## config.mk

```make
export PLATFORM = sky130hd
export DESIGN_NAME = uart_rx_8n1
export DESIGN_NICKNAME = d
export VERILOG_FILES = /design/src/rtl/uart_rx_8n1.sv
export SDC_FILE = /design/constraint.sdc
export NUM_CORES = 1
export LEC_CHECK = 0
export CAP_MARGIN = 25
export CORE_UTILIZATION = 51
export CTS_CLUSTER_SIZE = 14
export DETAILED_ROUTE_END_ITERATION = 10
export GPL_TIMING_DRIVEN = 0
export HOLD_SLACK_MARGIN = 0.02
export PLACE_DENSITY = 0.77
export SLEW_MARGIN = 10
export SYNTH_ARGS = -nofsm -noshare
export SYNTH_HDL_FRONTEND = slang
export SYNTH_SLANG_ARGS = --single-unit
export TNS_END_PERCENT = 50
```

## constraint.sdc

```tcl
create_clock -name clk -period 2 [get_ports clk]
set_input_delay 0.3 -clock clk [delete_from_list [all_inputs] [get_ports clk]]
set_output_delay 0.3 -clock clk [all_outputs]
set_load 0.02 [all_outputs]
```

## src/rtl/uart_rx_8n1.sv

```systemverilog
// 8N1 UART receiver with start-glitch rejection and line-break hold-off.
// Optional even parity (8E1) when UART_RX_PARITY_EN is defined.
module uart_rx_8n1 #(
    parameter int CLK_HZ = 50_000_000,
    parameter int BAUD   = 115_200
) (
    input  logic       clk,
    input  logic       rst,
    input  logic       rx,
    output logic [7:0] data,
    output logic       valid,
    output logic       frame_err,
    output logic       parity_err,
    output logic       busy
);

    localparam int CPB   = CLK_HZ / BAUD;
    localparam int CNT_W = (CPB > 2) ? $clog2(CPB) : 1;
    localparam logic [CNT_W-1:0] HALF_LAST = CNT_W'(CPB / 2 - 1);
    localparam logic [CNT_W-1:0] BIT_LAST  = CNT_W'(CPB - 1);

    typedef enum logic [2:0] {
        IDLE  = 3'd0,
        START = 3'd1,
        DATA  = 3'd2,
        STOP  = 3'd3,
        BREAK = 3'd4
`ifdef UART_RX_PARITY_EN
        , PARITY = 3'd5
`endif
    } state_t;

    state_t           state, state_nx;
    logic             rx_m, rx_s;
    logic [CNT_W-1:0] clk_cnt, clk_cnt_nx;
    logic [2:0]       bit_cnt, bit_cnt_nx;
    logic [7:0]       shreg, shreg_nx;
    logic [7:0]       data_nx;
    logic             valid_nx, ferr_nx, perr_nx;
`ifdef UART_RX_PARITY_EN
    logic             par_bit, par_bit_nx;
`endif

    always_ff @(posedge clk or posedge rst) begin
        if (rst) begin
            rx_m <= 1'b1;
            rx_s <= 1'b1;
        end else begin
            rx_m <= rx;
            rx_s <= rx_m;
        end
    end

    always_ff @(posedge clk or posedge rst) begin
        if (rst) begin
            state      <= IDLE;
            clk_cnt    <= '0;
            bit_cnt    <= '0;
            shreg      <= '0;
            data       <= '0;
            valid      <= 1'b0;
            frame_err  <= 1'b0;
            parity_err <= 1'b0;
`ifdef UART_RX_PARITY_EN
            par_bit    <= 1'b0;
`endif
        end else begin
            state      <= state_nx;
            clk_cnt    <= clk_cnt_nx;
            bit_cnt    <= bit_cnt_nx;
            shreg      <= shreg_nx;
            data       <= data_nx;
            valid      <= valid_nx;
            frame_err  <= ferr_nx;
            parity_err <= perr_nx;
`ifdef UART_RX_PARITY_EN
            par_bit    <= par_bit_nx;
`endif
        end
    end

    always_comb begin
        state_nx   = state;
        clk_cnt_nx = clk_cnt;
        bit_cnt_nx = bit_cnt;
        shreg_nx   = shreg;
        data_nx    = data;
        valid_nx   = 1'b0;
        ferr_nx    = 1'b0;
        perr_nx    = 1'b0;
`ifdef UART_RX_PARITY_EN
        par_bit_nx = par_bit;
`endif
        case (state)
            IDLE: begin
                if (!rx_s) begin
                    state_nx   = START;
                    clk_cnt_nx = '0;
                end
            end
            START: begin
                if (clk_cnt == HALF_LAST) begin
                    clk_cnt_nx = '0;
                    bit_cnt_nx = '0;
                    state_nx   = rx_s ? IDLE : DATA;
                end else begin
                    clk_cnt_nx = clk_cnt + CNT_W'(1);
                end
            end
            DATA: begin
                if (clk_cnt == BIT_LAST) begin
                    clk_cnt_nx = '0;
                    shreg_nx   = {rx_s, shreg[7:1]};
                    bit_cnt_nx = bit_cnt + 3'd1;
                    if (bit_cnt == 3'd7) begin
`ifdef UART_RX_PARITY_EN
                        state_nx = PARITY;
`else
                        state_nx = STOP;
`endif
                    end
                end else begin
                    clk_cnt_nx = clk_cnt + CNT_W'(1);
                end
            end
`ifdef UART_RX_PARITY_EN
            PARITY: begin
                if (clk_cnt == BIT_LAST) begin
                    clk_cnt_nx = '0;
                    par_bit_nx = rx_s;
                    state_nx   = STOP;
                end else begin
                    clk_cnt_nx = clk_cnt + CNT_W'(1);
                end
            end
`endif
            STOP: begin
                if (clk_cnt == BIT_LAST) begin
                    clk_cnt_nx = '0;
                    if (rx_s) begin
                        state_nx = IDLE;
`ifdef UART_RX_PARITY_EN
                        // Framing is checked first; parity only matters on a good stop bit.
                        if (^{shreg, par_bit}) begin
                            perr_nx = 1'b1;
                        end else begin
                            data_nx  = shreg;
                            valid_nx = 1'b1;
                        end
`else
                        data_nx  = shreg;
                        valid_nx = 1'b1;
`endif
                    end else begin
                        ferr_nx  = 1'b1;
                        state_nx = BREAK;
                    end
                end else begin
                    clk_cnt_nx = clk_cnt + CNT_W'(1);
                end
            end
            BREAK: begin
                if (rx_s) begin
                    state_nx = IDLE;
                end
            end
            default: state_nx = IDLE;
        endcase
    end

    assign busy = (state != IDLE);

endmodule
```

## After elaboration in Yosys (flattened, before gate mapping)

Cells that the tools add are included.

| storage, ports and cells | value |
|---|---|
| bits in registers | 35 |
| bits of input ports | 3 |
| output and inout port bits | 12 |
| logic and storage cells | 56 |

| cells by class | value |
|---|---|
| $add $sub $neg | 2 |
| equality and inequality tests | 13 |
| multiplexer cells | 22 |
| reductions and logical operators | 10 |

Operators with widths:

| operator | count |
|---|---|
| $mux W3 | 9 |
| $mux W9 | 3 |
| $pmux W9 S3 | 1 |
| $pmux W3 S5 | 1 |
| $ne A2 B2 Y1 const B | 6 |
| $add A9 B1 Y9 const B | 1 |
| $eq A9 B8 Y1 const B | 1 |
| $eq A9 B9 Y1 const B | 1 |
| $eq A3 B2 Y1 const B | 2 |
| $eq A3 B3 Y1 const B | 2 |
| $mux W1 | 6 |
| $pmux W3 S2 | 1 |
| $reduce_and A3 Y1 | 2 |
| $reduce_and A6 Y1 | 1 |
| $reduce_bool A3 Y1 | 2 |
| $reduce_and A2 Y1 | 2 |
| $add A3 B1 Y3 const B | 1 |
| $eq A3 B1 Y1 const B | 1 |
| $logic_not A3 Y1 | 1 |
| $mux W2 | 1 |
| $reduce_bool A2 Y1 | 1 |
| $reduce_or A2 Y1 | 1 |

## Depth between registers and ports, before layout

| logic depth | value |
|---|---|
| depth after elaboration | 4 |
| gate-level depth with buffers | 6 |
| depth with buffers taken out | 6 |

## Worst setup path before layout

OpenSTA, ideal clock, no wires.

| timing | value |
|---|---|
| path type | register to register |
| start point | reg clk_cnt[6] |
| end point | reg shreg[0] |
| setup time | 0.125 ns |
| arrival | 1.906 ns |
| data required time | 1.875 ns |
| slack | -0.031 ns |
| cell stages (with the launch flop) | 6 |
| path buffers | 2 |
| clock period less this slack | 2.031 ns |
| cells stage by stage | dfrtp_1 buf_6 or4b_4 nor4_2 buf_2 mux2_2 |

| between the ends | value |
|---|---|
| cells in the longest elaborated chain, start to end | 2 |

Ends and longest elaborated chain:

| what | RTL line | text |
|---|---|---|
| from (decl) | 35 | `logic [CNT_W-1:0] clk_cnt, clk_cnt_nx;` |
| from (signal assigned) | 69 | `clk_cnt <= clk_cnt_nx;` |
| $eq A9 B9 Y1 | 111 | `if (clk_cnt == BIT_LAST) begin` |
| $reduce_and A2 Y1 (no source line) | - |  |
| to (signal assigned) | 71 | `shreg <= shreg_nx;` |
| to (decl) | 37 | `logic [7:0] shreg, shreg_nx;` |

Every way passes these cells.
A chain may end at the register's enable or synchronous reset.

## Worst setup path in the final report

| timing | value |
|---|---|
| start point | reg clk_cnt[2] |
| end point | reg shreg[4] |

The elaborated chain is that of the path after synthesis.

==> results.cfg <==
[outcome]
status = finished, violations left
violations = setup timing

[synth]
synth-edff-count = 0
syn_avg_cell_area_um2 = 11.3
synth_top_area_share_pct = 49.4
synthFlopType = dfrtp_1
seq_area_frac_synth_pct = 52.5
synth.area.top_cells = dfrtp_1 (49%), mux2_2 (11%), ha_1 (3.7%)
synth.most_common_cell = dfrtp_1
synth_largest_area_cell = dfrtp_1
syn-instance-count = 148
synthTopCellsByCount = dfrtp_1 (33), mux2_2 (17), nand2_1 (15)
ys_ff_latch = 35
netlist_area_mm2 = 0.00167
async_flop_share_pct = 100
ys_types = 40
ys_warn_count = 0
synth_nets = 156

[drt]
route.detailed.vias_per_inst = 5.78
drc = 0
antenna_left = 0
first_iter_violations = 92
num_vias = 1312
drt_wl_total_mm = 3.65
drt_first_pass_iters = 4
route.detailed.wl_per_inst_um = 16.1

[floorplan]
coreArea_mm2 = 0.00308
die_area_mm2 = 0.00351
initial_utilization_pct = 54.3
ioPinCount = 15
die_w_um = 59.3
die_y_um = 59.3
fp-row-count = 20

[place]
io_buffers = 13
dp.cells = 205
gp_routability_congestion = 0.849
dpl.hpwl_mm = 2.23
place_ws_ns = -0.243

[critical_path]
reg2reg_from = clk_cnt[2]$_DFFE_PP0P_
slowest_delay_ns = 0.57
rr_worst_depth = 5
cp_slowest_cell = or4b_4
critical_path_arrival_ns = 2.28
path_delay_family = simple AND/OR/NAND/NOR gates
worstPathRequired_ns = 2.23
worst_setup_path_start_kind = flip-flop
cp_cell_sequence = or4b_4, nor4_4, buf_6, buf_6, mux2_4
cp-end-kind = flip-flop
crit_top_cell = buf_6
worstPathMaxFanout = 6
worst-path-buf-inv = 2
path_class = reg2reg
rrSetupSlack_ns = -0.05
timing.rr.end = shreg[4]$_DFFE_PP0P_

[timing]
fin_ws_ns = -0.0469
rsz0062_at_grt = true
timing.fmax_ghz = 0.489
min_period_over_period_pct = 102
setup_viol = 6
tightestPinTransition_ns = 0.689
fin_skew_ns = 0.00753
hold_viol = 0
max_slew_margin_pct = 54.0
slew_violations = 0
fin_crit_ns = 2.05

[min_path]
hp-class = in2reg
whs_path_depth = 1
hold_start = rx
whs_endpoint = rx_m$_DFF_PP1_

[pwr]
vdd_drop_max_mv = 0.482
p_leak_nw = 0.968
power.density_mw_per_mm2 = 511

[cts]
clock_path_buffers = 2
cts_made_buffers = 5
path_clk_slew_ns = 0.10
clk_latency_ns = 0.34
clock-sinks = 35
ctsHtreeMaxLevel = 2
root_buffer = clkbuf_4
cts_tree = yes

[grt]
grt_max_degree = 36
grt_use_total_pct = 22.2
grt_overflow = 0
antenna_found_initial = 0
grt_pass1_wl_mm = 5.58
grt_pass1_vias = 1208

[final_layout]
syn2layout_area_growth_pct = 28.3
final_cell_count_no_fill = 227
antennaDiodeCount = 0
fin_nets = 190
drive_above_1_share_pct = 31.1

[flow_run]
maxCapViolCount = 0
per-stage QoR:
step                setup TNS, ns  power [mW]  cell area [µm²]  hold WS (ns)  util, %
floorplan                  -0.188       0.742             1680         0.304        -
global placement            -3.26       0.750             1860         0.347     60.4
detailed placement          -4.57       0.750             1860         0.354     60.4
CTS                             0        1.11             1960         0.350     63.6
global route                -2.04        1.14             2150         0.335     69.7
finish                     -0.204        1.10             2150         0.357     69.7
repair_timing:
action,4_1_cts,5_1_grt
setup buffers,2,14
endpoints found under the setup margin,27,27
gates resized for setup,7,27
hold buffers,0,0
cloned,0,0
pin swaps,2,4
worst max-delay path by stage:
| stage | from | to | slack, ns | depth (start not counted) |
|---|---|---|---|---|
| floorplan | clk_cnt[6]$_DFFE_PP0P_ | data[0]$_DFFE_PP0P_ | -0.02 | 4 |
| global placement | clk_cnt[6]$_DFFE_PP0P_ | data[0]$_DFFE_PP0P_ | -0.17 | 4 |
| detailed placement | clk_cnt[0]$_DFFE_PP0P_ | clk_cnt[1]$_DFFE_PP0P_ | -0.24 | 6 |
| CTS | clk_cnt[6]$_DFFE_PP0P_ | shreg[0]$_DFFE_PP0P_ | 0.004 | 5 |
| global route | clk_cnt[6]$_DFFE_PP0P_ | clk_cnt[4]$_DFFE_PP0P_ | -0.18 | 5 |
| finish | clk_cnt[2]$_DFFE_PP0P_ | shreg[4]$_DFFE_PP0P_ | -0.05 | 5 |
layout make-up:
| class | count | area [µm²] |
|---|---|---|
| plain buffers | 4 | 33.8 |
| clock buffers | 7 | 45.0 |
| clock inverters | 1 | 5.00 |
| fillers | 215 | 932 |
| inverters | 5 | 18.8 |
| multi-input cells | 102 | 835 |
| flip-flops and latches | 35 | 882 |
| well taps | 44 | 55.1 |
| repair buffers | 29 | 272 |
sequential cells by signal, summed over array words and instances (netlist names):
signal     cells
data           8
frame_err      1
bit_cnt        3
valid          1
state          3
rx_s           1
rx_m           1
shreg          8
clk_cnt        9
kinds of logic (layout without fill, tap and decap cells):
logic type / after synthesis / after routing / share of synthesized area (%)
AOI/OAI and AO/OA: 33 / 33 / 12.7
buffers and inverters: 11 / 46 / 3.22
muxes: 18 / 18 / 12.0
other: 1 / 1 / 0.224
DFF: 35 / 35 / 52.5
and+or+nand+nor: 45 / 45 / 15.6
adders and majority gates: 5 / 5 / 3.74
power by group:
| group | leakage [nW] | switching [mW] | internal, mW |
|---|---|---|---|
| clock | 0.0293 | 0.225 | 0.137 |
| sequential | 0.462 | 0.00318 | 0.711 |
| combinational | 0.477 | 0.0159 | 0.00543 |
metal layers:
| layer | track usage [%] | vias up | part of all wire, % |
|---|---|---|---|
| met5 | 0 | - | 0 |
| li1 | - | 604 | - |
| met3 | 6.55 | 9 | 5.9 |
| met2 | 34.5 | 44 | 49 |
| met1 | 28.0 | 655 | 42 |
| met4 | 11.2 | 0 | 3.1 |
cells in the final DEF (no fill, tap or decap), drive strengths merged, types with 2 or more instances in the layout:
cell           netlist  routed
nor2                 6       6
nor4                 3       3
clkbuf               3       8
nand2b               2       2
inv                  5       5
dfrtp               33      33
ha                   5       5
buf                  3      19
nor4b                2       2
nor3                 4       4
a211oi               3       3
nor2b                2       2
o211ai               5       5
mux2                17      17
nand3                3       3
nand2               15      15
nand4                2       2
dfstp                2       2
a21oi                6       6
clkdlybuf4s50        0      12
o21ai               10      10
a22o                 2       2
Power figures use the tool's default switching activity.
